### src/rtl/load_store_unit_if.sv
// rtl/load_store_unit_if.sv - byte-wide memory bus between the load/store unit and memory
//
// Purpose: carries one byte beat at a time from the load/store unit (master)
// to a byte-addressed memory (slave).
// Signals:
//   memAddr  [ADDR_W] master->slave  byte address of the current beat
//   memWData [8]      master->slave  byte written on a store beat
//   memRe    [1]      master->slave  read strobe
//   memWe    [1]      master->slave  write strobe
//   memRData [8]      slave->master  byte returned for a read beat
//   memReady [1]      slave->master  beat acknowledge, sampled on the rising edge
interface load_store_unit_if #(
  parameter int ADDR_W = 32
);
  logic [ADDR_W-1:0] memAddr;
  logic [7:0]        memWData;
  logic              memRe;
  logic              memWe;
  logic [7:0]        memRData;
  logic              memReady;

  modport master (
    output memAddr,
    output memWData,
    output memRe,
    output memWe,
    input  memRData,
    input  memReady
  );

  modport slave (
    input  memAddr,
    input  memWData,
    input  memRe,
    input  memWe,
    output memRData,
    output memReady
  );
endinterface

### src/rtl/load_store_unit.sv
// rtl/load_store_unit.sv - byte-serial big-endian load/store unit
//
// Purpose: splits a CPU byte/halfword/word access into 1, 2 or 4 byte beats
// on a byte-wide memory bus, most significant byte first, and assembles and
// sign/zero-extends load results.
// Ports:
//   clk, rstn                 clock, asynchronous active-low reset
//   address [ADDR_W]          CPU byte address
//   writeData [32]            store data, right-justified
//   memRead, memWrite         load / store request (exactly one must be high)
//   size [2]                  00 byte, 01 halfword, 10 word, 11 illegal
//   loadSigned                sign-extend byte/halfword loads
//   readData [32]             last completed load result
//   busy, done, err           in-progress flag, completion pulse, reject pulse
//   mem                       byte memory bus (master side)
module load_store_unit #(
  parameter int ADDR_W = 32
) (
  input  logic              clk,
  input  logic              rstn,
  input  logic [ADDR_W-1:0] address,
  input  logic [31:0]       writeData,
  input  logic              memRead,
  input  logic              memWrite,
  input  logic [1:0]        size,
  input  logic              loadSigned,
  output logic [31:0]       readData,
  output logic              busy,
  output logic              done,
  output logic              err,
  load_store_unit_if.master mem
);
  typedef enum logic [1:0] {IDLE, ACCESS, DONE, ERR} state_t;

  state_t      state;
  logic [1:0]  beats_left;
  logic        is_load;
  logic        signed_q;
  logic [1:0]  size_q;
  logic [23:0] asm_q;   // bytes received so far, shifted up as each new byte arrives
  logic [23:0] wsh_q;   // store bytes still to send, next one in [23:16]

  logic        req_one;
  logic        misaligned;
  logic        reject;
  logic [31:0] aligned;
  logic [1:0]  first_left;
  logic        beat_done;
  logic [31:0] assembled;
  logic [31:0] load_result;

  always_comb begin
    req_one    = memRead ^ memWrite;
    misaligned = ((size == 2'b01) && address[0]) ||
                 ((size == 2'b10) && (address[1:0] != 2'b00));
    reject     = (memRead && memWrite) || (req_one && ((size == 2'b11) || misaligned));

    // Left-justify the store bytes so beat 0 always takes the top byte.
    case (size)
      2'b00: begin
        aligned    = {writeData[7:0], 24'h0};
        first_left = 2'd0;
      end
      2'b01: begin
        aligned    = {writeData[15:0], 16'h0};
        first_left = 2'd1;
      end
      default: begin
        aligned    = writeData;
        first_left = 2'd3;
      end
    endcase

    beat_done = (state == ACCESS) && mem.memReady && (mem.memRe || mem.memWe);

    // Big-endian: earlier beats end up in more significant positions.
    assembled = {asm_q, mem.memRData};
    case (size_q)
      2'b00:   load_result = {{24{signed_q & assembled[7]}}, assembled[7:0]};
      2'b01:   load_result = {{16{signed_q & assembled[15]}}, assembled[15:0]};
      default: load_result = assembled;
    endcase
  end

  always_ff @(posedge clk or negedge rstn) begin
    if (!rstn) begin
      state        <= IDLE;
      beats_left   <= 2'd0;
      is_load      <= 1'b0;
      signed_q     <= 1'b0;
      size_q       <= 2'b00;
      asm_q        <= 24'h0;
      wsh_q        <= 24'h0;
      readData     <= 32'h0;
      busy         <= 1'b0;
      done         <= 1'b0;
      err          <= 1'b0;
      mem.memAddr  <= '0;
      mem.memWData <= 8'h0;
      mem.memRe    <= 1'b0;
      mem.memWe    <= 1'b0;
    end else begin
      done <= 1'b0;
      err  <= 1'b0;
      case (state)
        IDLE: begin
          if (reject) begin
            state <= ERR;
            err   <= 1'b1;
          end else if (req_one) begin
            state        <= ACCESS;
            busy         <= 1'b1;
            is_load      <= memRead;
            signed_q     <= loadSigned;
            size_q       <= size;
            beats_left   <= first_left;
            asm_q        <= 24'h0;
            wsh_q        <= aligned[23:0];
            mem.memAddr  <= address;
            mem.memWData <= aligned[31:24];
            mem.memRe    <= memRead;
            mem.memWe    <= memWrite;
          end
        end
        ACCESS: begin
          if (beat_done) begin
            asm_q <= assembled[23:0];
            if (beats_left == 2'd0) begin
              state     <= DONE;
              done      <= 1'b1;
              mem.memRe <= 1'b0;
              mem.memWe <= 1'b0;
              if (is_load) begin
                readData <= load_result;
              end
            end else begin
              beats_left   <= beats_left - 2'd1;
              mem.memAddr  <= mem.memAddr + ADDR_W'(1);
              mem.memWData <= wsh_q[23:16];
              wsh_q        <= {wsh_q[15:0], 8'h0};
            end
          end
        end
        DONE: begin
          state <= IDLE;
          busy  <= 1'b0;
        end
        ERR: begin
          state <= IDLE;
        end
        default: begin
          state <= IDLE;
        end
      endcase
    end
  end
endmodule

### src/flat_wrapper.sv
// flat-port wrapper written by rule: the top's interface ports become plain ports
module load_store_unit_flat 
#(
  parameter int ADDR_W = 32
)
  (clk, rstn, address, writeData, memRead, memWrite, size, loadSigned, readData, busy, done, err, mem_memAddr, mem_memWData, mem_memRe, mem_memWe, mem_memRData, mem_memReady);
  load_store_unit_if #(.ADDR_W(ADDR_W)) mem_i ();
  input  logic clk;
  input  logic rstn;
  input  logic [ADDR_W-1:0] address;
  input  logic [31:0] writeData;
  input  logic memRead;
  input  logic memWrite;
  input  logic [1:0] size;
  input  logic loadSigned;
  output logic [31:0] readData;
  output logic busy;
  output logic done;
  output logic err;
  output wire logic [$bits(mem_i.memAddr)-1:0] mem_memAddr;
  output wire logic [$bits(mem_i.memWData)-1:0] mem_memWData;
  output wire logic [$bits(mem_i.memRe)-1:0] mem_memRe;
  output wire logic [$bits(mem_i.memWe)-1:0] mem_memWe;
  input wire logic [$bits(mem_i.memRData)-1:0] mem_memRData;
  input wire logic [$bits(mem_i.memReady)-1:0] mem_memReady;
  assign mem_memAddr = mem_i.memAddr;
  assign mem_memWData = mem_i.memWData;
  assign mem_memRe = mem_i.memRe;
  assign mem_memWe = mem_i.memWe;
  assign mem_i.memRData = mem_memRData;
  assign mem_i.memReady = mem_memReady;
  load_store_unit #(.ADDR_W(ADDR_W)) u_core (.clk(clk), .rstn(rstn), .address(address), .writeData(writeData), .memRead(memRead), .memWrite(memWrite), .size(size), .loadSigned(loadSigned), .readData(readData), .busy(busy), .done(done), .err(err), .mem(mem_i));
endmodule
### config.mk
export PLATFORM = sky130hd
export DESIGN_NAME = load_store_unit_flat
export DESIGN_NICKNAME = d
export VERILOG_FILES = /design/src/rtl/load_store_unit_if.sv /design/src/rtl/load_store_unit.sv /design/src/flat_wrapper.sv
export SDC_FILE = /design/constraint.sdc
export NUM_CORES = 1
export LEC_CHECK = 0
export CAP_MARGIN = 0
export CORE_MARGIN = 5
export CORE_UTILIZATION = 51
export CTS_CLUSTER_SIZE = 20
export DETAILED_ROUTE_END_ITERATION = 6
export PLACE_DENSITY = 0.81
export SLEW_MARGIN = 20
export SYNTH_ARGS = -nofsm -noshare
export SYNTH_HDL_FRONTEND = slang
export SYNTH_SLANG_ARGS = --single-unit
export TNS_END_PERCENT = 30
### constraint.sdc
create_clock -name clk -period 3.14 [get_ports clk]
set_input_delay 0.942 -clock clk [delete_from_list [all_inputs] [get_ports clk]]
set_output_delay 0.942 -clock clk [all_outputs]
set_load 0.05 [all_outputs]
## After elaboration in Yosys (flattened, before gate mapping)

Cells that the tools add are included.

| cells by class | value |
|---|---|
| bitwise gates (word level) | 4 |
| mux-type cells | 48 |
| add/subtract/negate cells | 2 |
| eq/ne operators | 13 |
| reductions and logical operators | 25 |

Operators with widths:

| operator | number |
|---|---|
| $pmux 32 s2 | 3 |
| $mux 24 | 7 |
| $mux 32 | 4 |
| $pmux 24 s2 | 2 |
| $add 32x1->32 const B | 1 |
| $mux 8 | 4 |
| $mux 2 | 8 |
| $pmux 8 s2 | 1 |
| $mux 1 | 13 |
| $reduce_and 5->1 | 2 |
| $reduce_and 3->1 | 3 |
| $eq 2x2->1 const B | 4 |
| $logic_not 2->1 | 4 |
| $pmux 2 s2 | 2 |
| $reduce_and 4->1 | 2 |
| $eq 2x1->1 const B | 3 |
| $logic_and 1x1->1 | 6 |
| $ne 2x2->1 const B | 3 |
| $pmux 1 s2 | 3 |
| $pmux 2 s3 | 1 |
| $reduce_bool 2->1 | 3 |
| $logic_or 1x1->1 | 4 |
| $ne 2x1->1 const B | 2 |
| $ne 3x1->1 const B | 1 |
| other kinds (5) | 6 |

| word-level totals | value |
|---|---|
| register bits | 133 |
| output and inout port bits | 77 |

## Depth between registers and ports, before layout

Gate-level depths: netlist (run 1).

| logic depth | value |
|---|---|
| depth in word-level cells | 8 |
| depth in mapped cells | 10 |
| mapped depth without buffers | 7 |

## Worst setup path after synthesis (run 1)

Ideal clock, no wire load.

| timing path | value |
|---|---|
| kind | input to register |
| from | input port memRead |
| to | register u_core.wsh_q[13] |
| path buffers | 3 |
| stages on the path | 9 |
| setup slack | 0.469 ns |
| data required time | 3.014 ns |
| arrival | 2.545 ns |
| cells stage by stage | ha_1 -> nor2b_1 -> o211ai_1 -> and2_1 -> clkbuf_1 -> buf_2 -> buf_6 -> a221oi_1 -> nor2_1 |

| on the way | value |
|---|---|
| word-level cells in the longest chain between the ends | 5 |
| elaborated cells between the ends (all ways) | 7 |

RTL lines:

| what | line | RTL |
|---|---|---|
| start, declared | flat_wrapper.sv:12 | `input logic memRead;` |
| $xor 1x1->1 | load_store_unit.sv:53 | `req_one = memRead ^ memWrite;` |
| $logic_and 1x1->1 | load_store_unit.sv:56 | `reject = (memRead && memWrite) \|\| (req_one && ((size == 2'b11) \|\| misaligned));` |
| $logic_or 1x1->1 | load_store_unit.sv:56 |  |
| $ne 2x2->1 (no line) | n/a |  |
| $reduce_and 5->1 (no line) * | n/a |  |
| end signal, assigned | load_store_unit.sv:118 | `wsh_q <= aligned[23:0];` |
| end signal, assigned | load_store_unit.sv:140 | `wsh_q <= {wsh_q[15:0], 8'h0};` |
| end, declared | load_store_unit.sv:41 | `logic [23:0] wsh_q;` |

Mark *: on every way between the ends. The rest lies on a longest branch, timed or not.
A chain may end at the register's enable or synchronous reset.

## Worst setup path in the final report (run 1)

| timing path | value |
|---|---|
| from | register u_core.mem.memAddr[2] |
| to | output port mem_memAddr[2] |

RTL lines:

| what | line | RTL |
|---|---|---|
| start, declared | load_store_unit_if.sv:23 | `output memAddr,` |
| start signal, assigned | load_store_unit.sv:119 | `mem.memAddr <= address;` |
| start signal, assigned | load_store_unit.sv:138 | `mem.memAddr <= mem.memAddr + ADDR_W'(1);` |
| end, declared | flat_wrapper.sv:20 | `output wire logic [$bits(mem_i.memAddr)-1:0] mem_memAddr;` |

No word-level cell between the ends.

==> results of run 1 <==
## per-layer routing
metal  GRT usage, %  vias up  routed length [um]
met5              0        -                   0
met4           7.91        0                 328
met3           5.10       26                1350
met2           37.8      253                8870
met1           34.4     3035                8330
li1               -     3080                   -
## placed cells by master, fill, tap and decap left out, types with 3 or more instances in the layout
master / count
nand2_1: 166
clkdlybuf4s50_1: 155
dfrtp_1: 133
o21ai_0: 105
nor2_1: 61
a21oi_1: 56
a31oi_1: 24
buf_4: 20
clkbuf_16: 17
nor3_1: 14
mux2i_1: 12
nand4_1: 12
a221oi_1: 10
inv_1: 8
nand3_1: 8
a221o_1: 8
o22ai_1: 7
o22a_1: 7
nor4_1: 6
inv_6: 6
buf_12: 6
a21o_1: 5
and2_1: 5
a211oi_1: 5
o211ai_1: 4
and3_1: 4
mux2_2: 4
and4_1: 3
a311oi_1: 3
or4_1: 3
o2bb2ai_1: 3
ha_1: 3
clkinv_4: 3
## worst paths after layout
kind	slack, ps	end	depth (start not counted)
worst min-delay path	480	u_core.readData[4]	2
worst min register to register	480	u_core.readData[4]	2
max in group asynchronous	1900	u_core.mem.memAddr[4]	2
worst max-delay path	380	mem_memAddr[2]	1
min in group asynchronous	500	u_core.mem.memAddr[11]	1
worst max register to register	680	u_core.mem.memAddr[28]	6
## cells by family after synthesis
group	Yosys count	synth area share, %
adder cells (fa/ha/maj)	3	0.557
multiplexers	16	2.45
AND/OR/NAND/NOR	303	20.2
AO/OA/AOI/OAI	256	22.9
flip-flops	133	49.4
buffers and inverters	69	4.46
## registers in the layout (all words and copies together), names as in the netlist
| register | flops |
|---|---|
| u_core.signed_q | 1 |
| u_core.asm_q | 24 |
| u_core.mem.memWData | 8 |
| u_core.mem.memWe | 1 |
| u_core.wsh_q | 24 |
| u_core.mem.memRe | 1 |
| u_core.beats_left | 2 |
| u_core.done | 1 |
| u_core.mem.memAddr | 32 |
| u_core.readData | 32 |
| u_core.busy | 1 |
| u_core.is_load | 1 |
| u_core.state | 2 |
| u_core.err | 1 |
| u_core.size_q | 2 |
## through the flow
stage	cells	utilization [%]	setup slack, ps
after floorplan	780	-	469
after global placement	1077	65.2	127
after detailed placement	1077	65.2	76.0
after CTS	1109	69.9	363
after global routing	1109	69.9	307
final	1109	69.9	376
## report_power, final
part           total (W)  switching, W  internal (W)  leakage, nW
combinational    0.00518       0.00337       0.00181         1.80
sequential       0.00327      0.000805       0.00247         1.68
clock            0.00204      0.000838       0.00120        0.296
total             0.0105       0.00501       0.00549         3.78
## final cells by class
type	count	area (um2)	share of cell area, %
sequential	133	3330	36.4
timing repair buffer	182	1830	20.0
multi-input combinational	578	3120	34.1
clock inverter	15	185	2.02
inverter	8	30.0	0.328
clock buffer	17	425	4.65
tap	176	220	2.41
==> run summary, run 1 <==
Worst Path Required -> 2200 ps
area grow syn2layout -> 35.8%
Synth Warn # -> 0
clock skew -> 9.10 ps
largest net degree at the start of global routing -> 62
postcts setup bufs -> 0
global-route wire length before repair -> 31200 um
dominant synthesized flop cell -> dfrtp_1
cell family with most CP delay -> buffers and inverters
die area -> 15600 um2
1st-pass router iterations -> 6
CP bufs+invs -> 1
WHS -> 477 ps
Post-Synthesis Cell Area -> 6730 um2
fin. max-slew vios -> 0
outcome -> completed
drt total wl -> 18900 um
mean post-synth cell area -> 8.63 um2
period utilisation layout -> 88.0%
worst hold start -> u_core.readData[4]
fraction of registers with async set/reset -> 100%
Setup Crit Path Kind -> flip-flop to primary output
Final Hold Fails -> 0
Slew headroom -> 46.3%
Max Cap Viol -> 0
initial antenna violation count -> 0
Antenna Nets Post-Route -> 0
all-layer global routing usage -> 24.3%
RSZ-0062 raised after global routing -> false
die width -> 125 um
Detailed Place HPWL -> 12900 um
Worst EP arrival -> 1820 ps
Worst-Margin Slew -> 806 ps
critical path fanouts, max -> 10
worst hold path type -> flip-flop to flip-flop
Synth Instances -> 780
Synth Net Count -> 863
WL per Instance -> 17.0 um
total power -> 0.0105 W
commonest cells in the netlist -> nand2_1, dfrtp_1, o21ai_0
port bufs -> 156
Clk Latency, worst-skew pair -> 420 ps
CTS Buf Count -> 17
synth unique cells -> 59
most common cell in the netlist -> nand2_1
# IOs -> 157
number of remaining DRC errors -> 0
Root Driver -> clkbuf_16
global route overflow -> 0
CTS tree -> built
Leak -> 3.78 nW
CP max-delay cell -> clkdlybuf4s50_1
Worst IR Drop VDD -> 0.863 mV
Sink Count -> 133
CP startpoint -> u_core.mem.memAddr[2]
DR vias/cell -> 5.77
peak per-stage delay on the critical path -> 880 ps
Final nets -> 1003
post-cts sizing count -> 0
RePlAce Congestion -> 0.901
diode count -> 0
top-area cell type share of the netlist area -> 49.4%
Iteration-0 DRC Markers -> 649
post-synthesis sequential area ratio -> 49.4%
endpoint class of the critical path -> primary output
critical path cell sequence -> clkdlybuf4s50_1
reg2reg start -> u_core.mem.memAddr[0]
H-tree levels -> 4
Area after DPL -> 8530 um2
top post-synthesis cells by area -> dfrtp_1, nand2_1, o21ai_0
core box area -> 13100 um2
Reg clk slew, reported paths -> 60 ps
Post-CTS Hold Buffers -> 0
vias in the first global route -> 6205
layout cells sized above 1 -> 8.47%
FMAX -> 0.362 GHz
design area -> 9150 um2
Die Y -> 125 um
TNS Setup -> 0 ps
crit start category -> flip-flop
row count -> 42
Post-synth EDFFs -> 0
Starting Density -> 51.5%
Vias -> 6394
final number of setup-violating endpoints -> 0
P per Cell Area -> 1150 nW/um2
fillers -> 986
post-synthesis register bit count -> 133
minimum clock period -> 2760 ps
Clock Path Buffers -> 2
cell taking the most area after synthesis -> dfrtp_1
(Power assumes the default switching activity.)
==> inputs of run 2 (changes only) <==
--- a/config.mk
+++ b/config.mk
@@ -5,6 +5,7 @@
 export SDC_FILE = /design/constraint.sdc
 export NUM_CORES = 1
 export LEC_CHECK = 0
+export ABC_AREA = 1
 export CAP_MARGIN = 0
 export CORE_MARGIN = 5
 export CORE_UTILIZATION = 51
==> constraint.sdc (replaced) <==
create_clock -name clk -period 2.93 [get_ports clk]
set_input_delay 0.879 -clock clk [delete_from_list [all_inputs] [get_ports clk]]
set_output_delay 0.879 -clock clk [all_outputs]
set_load 0.05 [all_outputs]
==> run 2 against run 1 <==
  * Critical path depth stayed put
  * Power is 2.4% higher
  * Clock skew hardly changed
  * Largest cell class unchanged
  * Clock power rose by 8%
  * Flip-flop and latch count did not move
==> run summary, run 2 <==
outcome -> completed
post-synthesis sequential area ratio -> 47.0% (-2.5 points)
Post-Synthesis Cell Area -> 7090 um2 (+5.2%)
post-synthesis register bit count -> 133 (unchanged)
critical path fanouts, max -> 6 (-4)
RePlAce Congestion -> 0.923 (+2.5%)
Synth Instances -> 974 (+25%)
path depth of the worst reg2reg path -> 7 (+1)
synth unique cells -> 31 (-47%)
CP max-delay cell -> clkdlybuf4s50_1
Synth Net Count -> 1057 (+22%)
top post-synthesis cells by area -> dfrtp_1, nand2_1, nand3_1
Setup Crit Path Kind -> flip-flop to primary output
fillers -> 1164 (+18%)
drt total wl -> 20000 um (+5.9%)
CTS Buf Count -> 17 (unchanged)
core box area -> 13800 um2 (+5.3%)
largest net degree at the start of global routing -> 74 (+19%)
postcts setup bufs -> 0 (unchanged)
reg2reg start -> u_core.state[1]
Cells after DPL -> 1283 (+19%)
die area -> 16400 um2 (+4.8%)
CP startpoint -> u_core.mem.memAddr[25]
P per Cell Area -> 1140 nW/um2 (-1.1%)
Worst Path Required -> 2050 ps (-150 ps)
Post-CTS Hold Buffers -> 0 (unchanged)
Worst EP arrival -> 1750 ps (-70 ps)
global route overflow -> 0 (unchanged)
Leak -> 4.47 nW (+18%)
Worst IR Drop VDD -> 0.681 mV (-21%)
Synth Warn # -> 0 (unchanged)
commonest cells in the netlist -> nand2_1, dfrtp_1, nand3_1
# IOs -> 157 (unchanged)
Reg clk slew, reported paths -> 60 ps (about the same)
endpoint class of the critical path -> primary output
H-tree levels -> 4 (unchanged)
FMAX -> 0.381 GHz
peak per-stage delay on the critical path -> 850 ps (-30 ps)
Final Hold Fails -> 0 (unchanged)
most common cell after layout, fill and taps aside -> nand2_1
most frequent cells in the layout -> nand2_1, clkdlybuf4s50_1, dfrtp_1
post-cts sizing count -> 0 (unchanged)
Iteration-0 DRC Markers -> 699 (+7.7%)
row count -> 43 (+2.4%)
clock skew -> 9.31 ps (+0.209 ps)
die width -> 128 um (+2.4%)
Antenna Nets Post-Route -> 0 (unchanged)
vias in the first global route -> 6777 (+9.2%)
biggest regs -> u_core.mem.memAddr x32, u_core.readData x32
cell family with most CP delay -> buffers and inverters
final number of setup-violating endpoints -> 0 (unchanged)
all-layer global routing usage -> 24.9% (+0.61 points)
Die Y -> 128 um (+2.4%)
most common cell in the netlist -> nand2_1
Vias -> 7150 (+12%)
Max Cap Viol -> 0 (unchanged)
port bufs -> 156 (unchanged)
global-route wire length before repair -> 32700 um (+5.0%)
Final nets -> 1205 (+20%)
Clk Latency, worst-skew pair -> 420 ps (about the same)
fin cells -> 1311 (+18%)
total stage count of the critical path -> 1 (unchanged)
Detailed Place HPWL -> 13900 um (+7.9%)
period utilisation layout -> 89.6%
TNS Setup -> 0 ps (unchanged)
number of remaining DRC errors -> 0 (unchanged)
Root Driver -> clkbuf_16
WL per Instance -> 15.2 um (-10%)
Worst-Margin Slew -> 689 ps (-117 ps)
area grow syn2layout -> 33.7%
Slew headroom -> 54.0% (+7.8 points)
top-area cell type share of the netlist area -> 47.0% (-2.5 points)
worst hold path type -> flip-flop to flip-flop
CP bufs+invs -> 1 (unchanged)
Post-synth EDFFs -> 0 (unchanged)
1st-pass router iterations -> 5 (-1)
dominant synthesized flop cell -> dfrtp_1
crit start category -> flip-flop
Starting Density -> 51.4% (about the same)
CTS tree -> built
Clock Path Buffers -> 2 (unchanged)
cell taking the most area after synthesis -> dfrtp_1
hold path depth -> 2 (unchanged)
critical path cell sequence -> clkdlybuf4s50_1
DR vias/cell -> 5.45 (-5.4%)
initial antenna violation count -> 0 (unchanged)
diode count -> 0 (unchanged)
Sink Count -> 133 (unchanged)
RSZ-0062 raised after global routing -> false
fin. max-slew vios -> 0 (unchanged)
minimum clock period -> 2630 ps
mean post-synth cell area -> 7.27 um2 (-16%)
worst hold start -> u_core.wsh_q[20]
layout cells sized above 1 -> 6.90% (-1.6 points)
fraction of registers with async set/reset -> 100% (unchanged)
WHS -> 478 ps (+0.924 ps)
-- run 2: cell count changes after synthesis, sizes merged, moves of 18 or more --
cell,before,now
nand2,167,410
nand3,9,116
buf,18,36
inv,8,59
clkbuf,43,11
o21ai,106,75
a21oi,56,16
a31oi,24,0
-- run 2: layout make-up --
class,instances,area [um2],area share (%)
sequential,133,3330,35.1
multi-input combinational,735,3300,34.8
timing repair buffer,176,1800,19.0
clock buffer,18,439,4.64
tap,180,225,2.38
inverter,59,221,2.34
clock inverter,10,158,1.66
-- run 2: path summary, 6_finish.rpt --
path                                          end  slack (ps)
max                               mem_memAddr[25]         300
min                              u_core.wsh_q[20]         480
max reg2reg                   u_core.readData[16]         800
min reg2reg                      u_core.wsh_q[20]         480
max in group asynchronous  u_core.mem.memAddr[18]        1770
min in group asynchronous     u_core.readData[26]         490
-- run 2: through the flow --
stage	util [%]	total power, W	setup WS, ps	area [um2]
after global placement	64.4	0.00844	204	8880
after global routing	68.8	0.0114	249	9470
after detailed placement	64.4	0.00856	114	8880
after floorplan	-	0.00679	739	7090
final	68.8	0.0108	304	9470
after CTS	68.8	0.0108	278	9470
-- run 2: cell families (layout without fill, tap and decap cells) --
kind of cell / count (synthesis) / count (layout) / share of synthesized area [%]
AND/OR/NAND/NOR: 617 / 617 / 36.5
flip-flops: 133 / 133 / 47.0
AO/OA/AOI/OAI: 114 / 114 / 9.20
buffers and inverters: 106 / 263 / 6.66
adder cells (fa/ha/maj): 3 / 3 / 0.530
XOR/XNOR: 1 / 1 / 0.124
-- run 2: routing by layer --
metal | global-route usage (%) | wire length [um] | share of wire [%]
met5 | 0 | 0 | 0
met4 | 8.43 | 327 | 1.6
met3 | 4.83 | 1410 | 7.0
met2 | 39.6 | 9550 | 48
met1 | 34.5 | 8710 | 44
-- run 2: power by group --
part           total (W)  switching [W]  leakage [nW]  internal, W
clock network    0.00220       0.000780         0.298      0.00142
logic            0.00530        0.00351          2.44      0.00178
registers        0.00325       0.000683          1.73      0.00257
total             0.0108        0.00498          4.47      0.00577
==> inputs of run 3 (changes only) <==
--- a/config.mk
+++ b/config.mk
@@ -12,6 +12,8 @@
 export CTS_CLUSTER_SIZE = 20
 export DETAILED_ROUTE_END_ITERATION = 6
 export PLACE_DENSITY = 0.81
+export REMOVE_ABC_BUFFERS = 1
+export SKIP_LAST_GASP = 1
 export SLEW_MARGIN = 20
 export SYNTH_ARGS = -nofsm -noshare
 export SYNTH_HDL_FRONTEND = slang
==> run 3 against run 2 <==
  * Register-to-register slack better by 60 ps
  * Non-clock buffer count up 1
  * Power down 1.4%
  * Utilization down 0.22 points
  * Worst hold slack worse by 78 ps
  * Design area down 0.32%
  * Sequential power about the same
  * Largest cell class unchanged
  * Largest power group unchanged
==> run summary, run 3 (synthesized netlist as in run 2, its figures left out) <==
P_sw -> 0.00506 W (+1.7%)
fin cells -> 1316 (+0.38%)
fin. max-slew vios -> 0 (unchanged)
global route overflow -> 0 (unchanged)
layout cells sized above 1 -> 7.31% (+0.41 points)
Worst-Margin Slew -> 661 ps (-28.3 ps)
Int Pwr -> 0.00554 W (-4.1%)
row count -> 43 (unchanged)
critical path cell sequence -> clkdlybuf4s50_1
Root Driver -> clkbuf_16
most frequent cells in the layout -> nand2_1, clkdlybuf4s50_1, dfrtp_1
CP bufs+invs -> 1 (unchanged)
CTS Buf Count -> 17 (unchanged)
core box area -> 13800 um2 (unchanged)
biggest regs -> u_core.mem.memAddr x32, u_core.readData x32
Final Hold Fails -> 0 (unchanged)
Cells after DPL -> 1284 (+0.078%)
die width -> 128 um (unchanged)
largest net degree at the start of global routing -> 59 (-20%)
Leak -> 4.45 nW (-0.48%)
endpoint class of the critical path -> primary output
WL per Instance -> 15.4 um (+0.68%)
Sink Count -> 133 (unchanged)
Worst IR Drop VDD -> 0.728 mV (+7.0%)
crit start category -> flip-flop
CP max-delay cell -> clkdlybuf4s50_1
combinational share of power -> 50.1% (+0.8 points)
1st-pass router iterations -> 6 (+1)
die area -> 16400 um2 (unchanged)
RSZ-0062 raised after global routing -> false
clock share of power -> 19.2% (-1.3 points)
postcts setup bufs -> 0 (unchanged)
minimum clock period -> 2630 ps (+5.43 ps)
final number of setup-violating endpoints -> 0 (unchanged)
clock skew -> 6.93 ps (-2.37 ps)
H-tree levels -> 4 (unchanged)
vias in the first global route -> 6841 (+0.94%)
WHS -> 400 ps (-78.5 ps)
drt total wl -> 20200 um (+1.1%)
Antenna Nets Post-Route -> 0 (unchanged)
Post-CTS Hold Buffers -> 0 (unchanged)
Worst EP arrival -> 1750 ps (about the same)
most common cell after layout, fill and taps aside -> nand2_1
worst hold path type -> input port to asynchronous set/reset pin
RePlAce Congestion -> 0.921 (-0.27%)
all-layer global routing usage -> 25.3% (+0.40 points)
post-cts sizing count -> 0 (unchanged)
Seq pwr share -> 30.7% (+0.4 points)
path depth of the worst reg2reg path -> 10 (+3)
Detailed Place HPWL -> 14000 um (+0.23%)
Vias -> 7150 (unchanged)
critical path fanouts, max -> 6 (unchanged)
number of remaining DRC errors -> 0 (unchanged)
reg2reg start -> u_core.mem.memAddr[0]
Worst Path Required -> 2050 ps (about the same)
Reg clk slew, reported paths -> 60 ps (about the same)
area grow syn2layout -> 33.3%
Slew headroom -> 55.9% (+1.9 points)
Die Y -> 128 um (unchanged)
Setup Crit Path Kind -> flip-flop to primary output
CTS tree -> built
port bufs -> 156 (unchanged)
Final nets -> 1206 (+0.083%)
Iteration-0 DRC Markers -> 773 (+11%)
Clock Path Buffers -> 2 (unchanged)
# IOs -> 157 (unchanged)
Switching Fraction -> 47.8% (+1.5 points)
reg-to-reg endpoint -> u_core.mem.memAddr[26]
FMAX -> 0.380 GHz (-0.21%)
peak per-stage delay on the critical path -> 850 ps (about the same)
diode count -> 0 (unchanged)
global-route wire length before repair -> 33400 um (+2.0%)
Starting Density -> 51.4% (unchanged)
pre-CTS WS -> 101 ps (-13.4 ps)
cell family with most CP delay -> buffers and inverters
TNS Setup -> 0 ps (unchanged)
outcome -> completed
Clk Latency, worst-skew pair -> 420 ps (about the same)
Max Cap Viol -> 0 (unchanged)
Final WS setup -> 298 ps (-5.43 ps)
P per Cell Area -> 1120 nW/um2 (-1.1%)
DR vias/cell -> 5.43 (-0.38%)
initial antenna violation count -> 0 (unchanged)
period utilisation layout -> 89.8% (+0.19 points)
reg-to-reg setup timing slack -> 860 ps (+60 ps)
run 3: changes by cell type in the layout (fill, tap and decap cells not counted), sizes merged:
cell,change
clkbuf,+3
clkinv,+1
clkinvlp,+1
inv,+3
buf,+1
bufinv,-4
run 3: layout make-up:
class	count	area [um2]
inverter	59	221
multi-input combinational	735	3300
tap	180	225
clock buffer	21	480
timing repair buffer	177	1800
sequential	133	3330
clock inverter	11	91.3
fill	1191	4330
run 3: how the worst max path moves through the flow:
| stage | from | endpoint | slack, ps | cells after the start |
|---|---|---|---|---|
| floorplan | u_core.state[1] | u_core.beats_left[0] | -3530 | 4 |
| global placement | memRead | u_core.mem.memWData[5] | 180 | 9 |
| detailed placement | memRead | u_core.mem.memWData[0] | 100 | 9 |
| CTS | u_core.mem.memAddr[14] | mem_memAddr[14] | 280 | 1 |
| global route | u_core.mem.memAddr[2] | mem_memAddr[2] | 230 | 1 |
| finish | u_core.mem.memAddr[14] | mem_memAddr[14] | 300 | 1 |
run 3: per-layer routing:
layer  up-vias  part of all wire (%)  routed length [um]  GRT usage [%]
li1       3434                     -                   -              -
met1      3344                    43                8650           34.9
met2       335                    47                9530           39.6
met3        37                   7.7                1560           4.83
met4         0                   2.3                 455           10.3
met5         -                     0                   0              0
run 3: metrics by stage:
stage	util (%)	total power, W	area [um2]
after global routing	68.6	0.0113	9440
after global placement	64.4	0.00845	8870
after detailed placement	64.4	0.00857	8870
final	68.6	0.0106	9440
after CTS	68.6	0.0106	9440
after floorplan	-	0.00660	6840
run 3: power by group through the flow:
stage | Sequential, W | Clock [W] | Combinational [W]
3_3_place_gp | 0.00325 | 0 | 0.00520
6_report | 0.00325 | 0.00204 | 0.00531
2_1_floorplan | 0.00459 | 0 | 0.00201
5_1_grt | 0.00335 | 0.00215 | 0.00577
3_5_place_dp | 0.00325 | 0 | 0.00532
4_1_cts | 0.00324 | 0.00206 | 0.00534
